===== src/rtl/req_fifo_decoder.sv =====
// req_fifo_decoder: turns active-low device requests into 3-bit indices and queues them in arrival order.
// A device is queued once per assertion; it must release its line before it can be queued again.
module req_fifo_decoder #(
    parameter int DEPTH = 8,
    parameter int PTR_W = 3
) (
    input  logic       clk,
    input  logic       rst_n,
    input  logic [7:0] req_n,
    input  logic       pop,
    output logic [2:0] idx_out,
    output logic       valid,
    output logic       full,
    output logic [7:0] queued
);
    logic [2:0]       r_mem [DEPTH];
    logic [PTR_W-1:0] r_rd, r_wr;
    logic [PTR_W:0]   r_count;
    logic [7:0]       r_queued, r_armed;
    logic [2:0]       r_last;
    logic [7:0]       w_elig, w_set, w_clr;
    logic [2:0]       w_idx;
    logic             w_push, w_pop;
    always_comb begin
        w_elig = ~req_n & ~r_queued & r_armed;
        w_idx  = '0;
        for (int i = 7; i >= 0; i--)
            if (w_elig[i]) w_idx = 3'(i);
        w_push = |w_elig && !full;
        w_pop  = pop && valid;
        w_set  = w_push ? 8'b1 << w_idx : '0;
        w_clr  = w_pop ? 8'b1 << r_mem[r_rd] : '0;
    end
    always_ff @(posedge clk)
        if (rst_n && w_push) r_mem[r_wr] <= w_idx;
    always_ff @(posedge clk) begin
        if (!rst_n) begin
            r_rd     <= '0;
            r_wr     <= '0;
            r_count  <= '0;
            r_queued <= '0;
            r_armed  <= '1;
            r_last   <= '0;
        end else begin
            r_wr     <= r_wr + PTR_W'(w_push);
            r_rd     <= r_rd + PTR_W'(w_pop);
            r_count  <= r_count + (PTR_W+1)'(w_push) - (PTR_W+1)'(w_pop);
            r_queued <= (r_queued & ~w_clr) | w_set;
            r_armed  <= (r_armed | req_n) & ~w_set;
            // Keeps the last head visible once the queue drains
            if (valid) r_last <= r_mem[r_rd];
        end
    end
    assign valid   = r_count != '0;
    assign full    = r_count == (PTR_W+1)'(DEPTH);
    assign queued  = r_queued;
    assign idx_out = valid ? r_mem[r_rd] : r_last;
endmodule


===== config.mk =====
export PLATFORM = sky130hd
export DESIGN_NAME = req_fifo_decoder
export DESIGN_NICKNAME = d
export VERILOG_FILES = /design/src/rtl/req_fifo_decoder.sv
export SDC_FILE = /design/constraint.sdc
export NUM_CORES = 1
export LEC_CHECK = 0
export BUFFER_PORTS_ARGS = -buffer_cell sky130_fd_sc_hd__buf_2
export CORE_MARGIN = 2
export CORE_UTILIZATION = 30
export CTS_CLUSTER_DIAMETER = 100
export DETAILED_ROUTE_END_ITERATION = 10
export PLACE_DENSITY_LB_ADDON = 0.1
export SETUP_SLACK_MARGIN = 0.02
export SLEW_MARGIN = 20
export SYNTH_ARGS = -nofsm -noshare
export SYNTH_HDL_FRONTEND = slang
export SYNTH_SLANG_ARGS = --single-unit

===== constraint.sdc =====
create_clock -name clk -period 4 [get_ports clk]
set_clock_uncertainty 0.15 [all_clocks]
set_input_delay 1 -clock clk [delete_from_list [all_inputs] [get_ports clk]]
set_output_delay 1 -clock clk [all_outputs]
set_load 0.01 [all_outputs]

# [After elaboration in Yosys (flattened, before gate mapping)]
# Memory sizes are Yosys's and may differ from the RTL's. A register that Yosys moved wholly into a read port is not among the register bits.
# Index checks and enable logic that the tools add are counted.
[op_classes] addsub=4 n_eq_ne=1 n_shift=2 mux=14 n_bitwise=10 n_reduce_logical=6
[ops] op="AND 8 bit" count=4
[ops] op="NOT 8 bit" count=4
[ops] op="two-way mux 3 bit" count=10
[ops] op="two-way mux 8 bit" count=2
[ops] op="bitwise OR 8 bit" count=2
[ops] op="left shift 1 x 3 -> 8 bit (first input constant)" count=2
[ops] op="OR reduction 8 bit" count=1
[ops] op="adder 3 x 1 -> 3 bit" count=2
[ops] op="adder 4 x 1 -> 4 bit" count=1
[ops] op="== test 4 bit (second input constant)" count=1
[ops] op="nonzero test 4 bit" count=1
[ops] op="subtractor 4 x 1 -> 4 bit" count=1
[ops] op="logical AND 1 bit" count=3
[ops] op="two-way mux 1 bit" count=2
[ops] op="zero test 1 bit" count=1
[word_totals] register_bits=29 ramBits=24 in_bits=11 out_inout_bits=13 word_cells=44 mem_count=1
[memory_table] name="r_mem" words=8 word_bits=3 rd=1 rd_ports_with_merged_regs=1 write_ports=1 line="16" text="logic [2:0] r_mem [DEPTH];"

# [Logic depth before layout (Yosys ltp)]
# Gate-level depths: netlist of run 1.
[depth] word_depth=15 depth_mapped=11 ltp_nobuf=11

# [Worst setup path before layout of run 1]
# No wires, ideal clock.
[synth_timing] kind="input port to flip-flop" startpoint="input port req_n[6]" endpoint="register r_count[2]" setup_ps=115 t_arrival_ps=2966 required_ps=3735 path_slack_ps=769 stages=11 n_path_buf=0 cell_sequence="or3b_1 -> nor2b_1 -> and2_1 -> a21o_1 -> ha_1 -> inv_1 -> ha_1 -> inv_1 -> fa_1 -> xnor2_1 -> and2_1"
[synth_between] elab_chain_len=7
[synth_rtl] element="start: declaration" line="9" text="input logic [7:0] req_n,"
[synth_rtl] element="NOT 8 bit" line="25" text="w_elig = ~req_n & ~r_queued & r_armed;"
[synth_rtl] element="AND 8 bit (2 in series)" line="25"
[synth_rtl] element="OR reduction 8 bit" line="29" text="w_push = |w_elig && !full;"
[synth_rtl] element="logical AND 1 bit" line="29"
[synth_rtl] element="adder 4 x 1 -> 4 bit" line="47" text="r_count <= r_count + (PTR_W+1)'(w_push) - (PTR_W+1)'(w_pop);"
[synth_rtl] element="subtractor 4 x 1 -> 4 bit" line="47"
[synth_rtl] element="end signal: assignment" line="47"
[synth_rtl] element="end: declaration" line="18" text="logic [PTR_W:0] r_count;"
# Every way passes these cells.
# A chain may end at the register's enable or synchronous reset.

==> impl_metrics.yaml, run 1 <==
synth:
  synth_warnings: 0
  synth.area.top_cells: "edfxtp_1 (30%), dfxtp_1 (24%), ha_1 (5.2%)"
  synth_cells: 206
  yosysMostFrequentCell: "dfxtp_1"
  synth.yosys.seq_area_share: 0.541
  synth-edff-count: 24
  synth_commonest_cells: "dfxtp_1 (29), edfxtp_1 (24), nor2_1 (20)"
  ys_dominant_reg_cell: "dfxtp_1"
  ys_types: 43
  avgSynthCellArea_um2: 11.7
  synthArstFlopShare: 0
  synth_area_um2: 2410
  synth-seq-cells: 53
  synth_largest_area_cell: "edfxtp_1"
  yosysTopAreaCellShare: 0.299
  synth_nets: 228
pwr:
  ir_drop_v: 0.000258
  p_leak_uw: 0.00104
  power_density_nw_per_um2: 660
clock_tree:
  cts_sinks: 53
  ctsResizeCount: 0
  numCtsBuffers: 5
  cts_setup_buffers: 0
  cts_tree: "yes"
  cts_buffer_depth: 2
  path_clk_slew_ns: 0.10
  htreeDepth: 2
  cts_root_buf: "clkbuf_8"
  hold_buffers: 0
  clk_latency_ns: 0.30
drt:
  firstDrtPassIters: 4
  finalWirelength_mm: 4.97
  drcViolationCount: 0
  num_vias: 1561
  vias_per_cell: 4.62
  first_iter_violations: 72
  wl_per_cell_um: 14.7
  final_antenna_net_count: 0
worst_setup_path:
  cp.arrival_ns: 2.32
  required_ns: 2.85
  worst-path-buf-inv: 1
  path_delay_family: "multiplexers"
  startpoint_type: "flip-flop"
  path_cells: "mux2_1 > mux4_2 > mux2_2 > buf_2"
  slowest_stage: "dfxtp_1"
  cp_max_fo: 9
  max_stage_delay_ns: 0.65
  critPathKind: "flip-flop to output pin"
  endpoint_kind: "output pin"
  ff2ff_setup_slack_ns: 1.17
die:
  initial_core_util: 0.310
  die_h_um: 93.6
  core_um2: 7770
  die-area_um2: 8760
  io_pins: 24
  rows: 32
  die_x_um: 93.6
timing:
  hold_ws_ns: 0.343
  drv_slew: 0
  final-setup-viol-count: 0
  tightest_slew_ns: 0.708
  hold_violations: 0
  fin_tns_setup_ns: 0
  fin_crit_ns: 3.47
  rsz0062_at_grt: "no"
  final_min_period_over_clock_period: 0.868
  worst_slack_ns: 0.527
  max_slew_margin: 0.528
  timing.fmax_mhz: 288
finish:
  drive_gt1_frac: 0.191
  fillCellCount: 809
  nets: 257
  diodes: 0
  layout.cells.non_filler: 338
  area_growth_pct: 15.1
status:
  status: "completed"
global_routing:
  grt_use_total: 0.124
  grt-ovfl-total: 0
  grt_max_degree: 30
  grt_pass1_wl_mm: 8.29
  grt_antenna_before_repair: 0
  grt_pass1_vias: 1559
job:
  maxCapViolCount: 0
placed_design:
  pre_cts_ws_ns: 0.469
  dp_hpwl_mm: 3.71
  gp_congestion: 0.746
  place_inst: 330
  portBuffers: 23
worst_hold_path:
  hold_path.class: "flip-flop to flip-flop"
[cell type report]
| class | count | area (um2) | share of cell area |
|---|---|---|---|
| inverter | 8 | 30.0 | 0.0108 |
| sequential | 53 | 1300 | 0.470 |
| multi-input combinational | 141 | 1050 | 0.380 |
| clock inverter | 2 | 37.5 | 0.0136 |
| timing repair buffer | 26 | 138 | 0.0497 |
| clock buffer | 6 | 82.6 | 0.0298 |
| tap | 102 | 128 | 0.0461 |
[worst reg2reg max path: cells and delay by family, from the launching register on]
kind	cells	cell delay, ns
AND/OR/NAND/NOR	3	0.93
flip-flops	1	0.31
adder cells (fa/ha/maj)	4	1.00
buffers and inverters	3	0.22
XOR/XNOR	1	0.13
[power by group]
part	total, uW	switching [uW]	internal, uW	leakage (uW)
Combinational	666	367	299	0.000528
Sequential	781	81.5	699	0.000459
Clock	381	177	204	0.0000574
Total	1830	626	1200	0.00104
[logic make-up (layout without fill, tap and decap cells)]
logic type,after synthesis,after routing,share of synthesized area
AO/OA/AOI/OAI,30,30,0.0811
XOR/XNOR,4,4,0.0146
adder cells (fa/ha/maj),11,11,0.0603
buffers and inverters,12,42,0.0218
flip-flops,53,53,0.541
multiplexers,12,12,0.0837
AND/OR/NAND/NOR,84,84,0.198
[metal layers]
layer | up-vias | track usage | wire (um)
met5 | - | 0 | 0
li1 | 809 | - | -
met4 | 0 | 0.0326 | 46
met2 | 22 | 0.197 | 2260
met1 | 726 | 0.169 | 2500
met3 | 4 | 0.0306 | 165
[state kept, by name (all words and copies together) (netlist names)]
register,flops
r_armed,8
r_rd,3
r_wr,3
r_last,3
r_mem,24
queued,8
r_count,4
[layout by cell type (no fill, tap or decap), types with 2 or more instances in the layout]
cell and n:
a32o_1 2, nand3b_1 2, or3b_1 3, o21ai_1 8
mux4_2 5, a21o_1 2, dfxtp_1 29, buf_2 23
nor2_1 20, nor2b_1 4, xor2_1 3, nor3b_1 9
o22ai_1 2, inv_1 8, nor4_1 5, clkbuf_8 6
nand2_1 13, nor3_1 4, a21oi_1 5, nand2b_1 5
edfxtp_1 24, o31a_1 2, and2_1 13, or3_1 2
ha_1 10, mux2_1 4, buf_4 3, o21ai_0 2
[final timing paths]
kind,start,end,cells past startpoint
max reg2reg,r_count[2]$_SDFF_PN0_,r_count[2]$_SDFF_PN0_,11
min,r_armed[3]$_SDFF_PN1_,r_armed[3]$_SDFF_PN1_,2
max,r_rd[0]$_SDFF_PN0_,idx_out[2],4
min reg2reg,r_armed[3]$_SDFF_PN1_,r_armed[3]$_SDFF_PN1_,2
[through the flow]
| stage | util | total power, uW | instance area, um2 |
|---|---|---|---|
| final | 0.357 | 1830 | 2770 |
| after global routing | 0.357 | 1980 | 2770 |
| after CTS | 0.357 | 1860 | 2770 |
| after detailed placement | 0.341 | 1480 | 2650 |
| after global placement | 0.341 | 1480 | 2650 |
| after floorplan | - | 1250 | 2410 |
No activity file was read; power rests on OpenSTA's default activity.
==> run 2: changes to the inputs <==
- REMOVE_ABC_BUFFERS: not set -> 1
==> run 2 against run 1 <==
Via count up 0.96%. Fmax down 0.32%. Hold slack about the same. Final cell count unchanged.
==> impl_metrics.yaml, run 2 (same netlist as run 1, synthesis figures left out) <==
clock_tree:
  cts_root_buf: "clkbuf_8"
  cts_setup_buffers: 0
  numCtsBuffers: 5
  clk_latency_ns: 0.30
  hold_buffers: 0
  cts_buffer_depth: 2
  cts_sinks: 53
  path_clk_slew_ns: 0.10
  cts_tree: "yes"
  htreeDepth: 2
  ctsResizeCount: 0
drt:
  firstDrtPassIters: 4
  drcViolationCount: 0
  num_vias: 1576
  wl_per_cell_um: 14.8
  final_antenna_net_count: 0
  vias_per_cell: 4.66
  finalWirelength_mm: 5.00
  first_iter_violations: 75
worst_setup_path:
  endpoint_kind: "output pin"
  crit_end: "idx_out[2]"
  cp.arrival_ns: 2.33
  ff2ff_path_depth: 11
  slowest_stage: "dfxtp_1"
  critPathKind: "flip-flop to output pin"
  max_stage_delay_ns: 0.66
  cp-startpoint: "r_rd[0]$_SDFF_PN0_"
  required_ns: 2.85
  worst-path-buf-inv: 1
  ff2ff_setup_slack_ns: 1.22
  path_delay_family: "multiplexers"
  r2r_end: "r_count[2]$_SDFF_PN0_"
  path_cells: "mux2_1 > mux4_2 > mux2_2 > buf_2"
  cp_max_fo: 9
  timing.rr.start: "r_count[2]$_SDFF_PN0_"
  startpoint_type: "flip-flop"
  cp.depth: 4
status:
  status: "completed"
finish:
  layout_commonest_cell: "dfxtp_1"
  drive_gt1_frac: 0.186
  nets: 257
  layout_common_cells: "dfxtp_1 (29), edfxtp_1 (24), buf_2 (23)"
  largest_reg_flops: 24
  top_register: "r_mem"
  fillCellCount: 805
  area_growth_pct: 13.7
  diodes: 0
die:
  die-area_um2: 8760
  io_pins: 24
  die_x_um: 93.6
  initial_core_util: 0.310
  core_um2: 7770
  die_h_um: 93.6
  rows: 32
timing:
  hold_ws_ns: 0.343
  rsz0062_at_grt: "no"
  timing.fmax_mhz: 287
  fin_crit_ns: 3.48
  hold_violations: 0
  final_min_period_over_clock_period: 0.871
  tightest_slew_ns: 0.611
  final-setup-viol-count: 0
  fin_tns_setup_ns: 0
  max_slew_margin: 0.591
  drv_slew: 0
pwr:
  p_leak_uw: 0.00103
  power_density_nw_per_um2: 640
  ir_drop_v: 0.000364
global_routing:
  grt_max_degree: 30
  grt_use_total: 0.123
  grt-ovfl-total: 0
  grt_pass1_vias: 1558
  grt_pass1_wl_mm: 8.22
  grt_antenna_before_repair: 0
job:
  maxCapViolCount: 0
placed_design:
  portBuffers: 23
  gp_congestion: 0.695
  dp_hpwl_mm: 3.71
worst_hold_path:
  hold_path.class: "flip-flop to flip-flop"
run 2: cell types whose count changed in the layout (fill, tap and decap cells not counted), sizes merged:
cell    before  now
bufinv       1    0
inv          8    9
run 2: stage by stage:
step           cell area [um2]  power, uW  cells  setup WS [ns]   util
6_report                  2740       1750    338          0.516  0.352
5_1_grt                   2740       1890    338          0.385  0.352
4_1_cts                   2740       1780    338          0.463  0.352
3_5_place_dp              2650       1470    330          0.549  0.341
3_3_place_gp              2650       1480    330          0.563  0.341
2_1_floorplan             2380       1240    202          0.769      -
run 2: cell type report:
type | instances | area [um2] | share of cell area
multi-input combinational | 141 | 1050 | 0.385
clock buffer | 6 | 72.6 | 0.0265
timing repair buffer | 26 | 138 | 0.0503
inverter | 8 | 30.0 | 0.0110
sequential | 53 | 1300 | 0.476
tap | 102 | 128 | 0.0466
clock inverter | 2 | 13.8 | 0.00503
run 2: how the worst min path moves through the flow:
| stage | startpoint | to | slack (ns) | depth (start not counted) |
|---|---|---|---|---|
| finish | queued[6]$_SDFF_PN0_ | queued[6]$_SDFF_PN0_ | 0.34 | 2 |
| global placement | r_armed[6]$_SDFF_PN1_ | r_armed[6]$_SDFF_PN1_ | 0.33 | 2 |
| detailed placement | queued[6]$_SDFF_PN0_ | queued[6]$_SDFF_PN0_ | 0.33 | 2 |
| CTS | queued[6]$_SDFF_PN0_ | queued[6]$_SDFF_PN0_ | 0.34 | 2 |
| global route | queued[6]$_SDFF_PN0_ | queued[6]$_SDFF_PN0_ | 0.36 | 2 |
| floorplan | r_armed[6]$_SDFF_PN1_ | r_armed[6]$_SDFF_PN1_ | 0.30 | 2 |
run 2: power by group:
part / internal, uW / switching (uW)
clock: 125 / 175
combinational: 293 / 378
sequential: 699 / 82.4
run 2: metal layers:
metal,share of wire,GRT usage
met5,0,0
met4,0.0076,0.0217
met3,0.031,0.0250
met2,0.43,0.189
met1,0.53,0.181
run 2: worst min-delay path, delay by kind of cell, from the launching register on:
kind             cells  cell delay (ns)
flip-flops           1             0.33
AND/OR/NAND/NOR      1             0.05
AO/OA/AOI/OAI        1             0.06
==> run 3: changes to the inputs <==
- CORE_UTILIZATION: 30 -> 58
- clock period: 4 -> 3.6 ns (I/O delays scaled with it)
==> run 3 against run 2 <==
Count of clock-buffer cells in the layout unchanged. Non-clock buffer count decreased by 1. Critical endpoint unchanged. First-iteration DRC count increased by 53%. Power increased by 14%. Largest power group unchanged.
==> impl_metrics.yaml, run 3 (same netlist as run 1, synthesis figures left out) <==
finish:
  drive_gt1_frac: 0.183
  layout_commonest_cell: "dfxtp_1"
  largest_reg_flops: 24
  layout.cells.non_filler: 285
  area_growth_pct: 11.5
  layout_common_cells: "dfxtp_1 (29), edfxtp_1 (24), buf_2 (23)"
  diodes: 0
  top_register: "r_mem"
  nets: 256
die:
  initial_core_util: 0.602
  die_x_um: 68.4
  core_um2: 4000
  io_pins: 24
  rows: 23
  die-area_um2: 4680
  die_h_um: 68.4
drt:
  final_antenna_net_count: 0
  wl_per_cell_um: 15.8
  firstDrtPassIters: 4
  vias_per_cell: 5.72
  first_iter_violations: 115
  drcViolationCount: 0
  num_vias: 1631
  finalWirelength_mm: 4.50
clock_tree:
  numCtsBuffers: 5
  hold_buffers: 0
  cts_sinks: 53
  ctsResizeCount: 0
  cts_root_buf: "clkbuf_8"
  path_clk_slew_ns: 0.09
  cts_buffer_depth: 2
  clk_latency_ns: 0.31
  cts_setup_buffers: 0
  htreeDepth: 2
  cts_tree: "yes"
timing:
  hold_ws_ns: 0.346
  rsz0062_at_grt: "no"
  final-setup-viol-count: 0
  hold_violations: 0
  max_slew_margin: 0.537
  worst_slack_ns: 0.257
  timing.fmax_mhz: 299
  final_min_period_over_clock_period: 0.929
  tightest_slew_ns: 0.692
  fin_tns_setup_ns: 0
  drv_slew: 0
  fin_crit_ns: 3.34
worst_hold_path:
  worstHoldPathCells: 2
  hold_path.class: "flip-flop to flip-flop"
status:
  status: "completed"
pwr:
  swShare: 0.342
  p_leak_uw: 0.00104
  seq_power_share: 0.436
  power_density_nw_per_um2: 742
  ir_drop_v: 0.000494
  combPwrFrac: 0.366
  pwr-share-clk: 0.198
  power_switching_uw: 682
  cell_internal_pwr_uw: 1310
  power_uw: 1990
global_routing:
  grt-ovfl-total: 0
  grt_max_degree: 31
  grt_pass1_vias: 1562
  grt_antenna_before_repair: 0
  grt_use_total: 0.224
  grt_pass1_wl_mm: 7.31
worst_setup_path:
  cp_max_fo: 9
  endpoint_kind: "output pin"
  critPathKind: "flip-flop to output pin"
  required_ns: 2.55
  cp.arrival_ns: 2.29
  ff2ff_path_depth: 11
  startpoint_type: "flip-flop"
placed_design:
  dp_hpwl_mm: 3.40
  gp_congestion: 0.903
  place_inst: 277
  pre_cts_ws_ns: 0.245
  portBuffers: 23
job:
  maxCapViolCount: 0
-- run 3: layer usage --
layer  up-vias  track usage  part of all wire
met1       764        0.286              0.43
met3         8       0.0691             0.065
met5         -            0                 0
met2        53        0.361              0.49
met4         0       0.0775             0.014
li1        806            -                 -
-- run 3: worst max-delay path, stage by stage, from the launching register on --
cell and delay (ns):
dfxtp_1 0.62, mux2_1 0.38, mux4_2 0.55, mux2_2 0.30, buf_2 0.14
-- run 3: cell type report --
| type | count | area (um2) |
|---|---|---|
| Inverter | 8 | 30.0 |
| Sequential cell | 53 | 1300 |
| Clock buffer | 6 | 72.6 |
| Fill cell | 294 | 1320 |
| Clock inverter | 2 | 35.0 |
| Tap cell | 50 | 62.6 |
| Timing Repair Buffer | 25 | 130 |
| Multi-Input combinational cell | 141 | 1050 |
-- run 3: final timing paths --
check	startpoint	endpoint	slack (ns)
max	r_rd[0]$_SDFF_PN0_	idx_out[2]	0.26
min	queued[6]$_SDFF_PN0_	queued[6]$_SDFF_PN0_	0.35
max reg2reg	r_count[2]$_SDFF_PN0_	r_count[2]$_SDFF_PN0_	0.80
min reg2reg	queued[6]$_SDFF_PN0_	queued[6]$_SDFF_PN0_	0.35
-- run 3: power groups by stage --
stage	Sequential [uW]	Combinational (uW)	Clock, uW
global route	885	816	433
CTS	870	735	403
floorplan	867	510	0
global placement	874	711	0
detailed placement	883	731	0
finish	868	729	394
-- run 3: metrics by stage --
step                cell area (um2)  utilization
floorplan                      2380            -
global placement               2580        0.644
detailed placement             2580        0.644
CTS                            2690        0.671
global route                   2690        0.671
finish                         2690        0.671
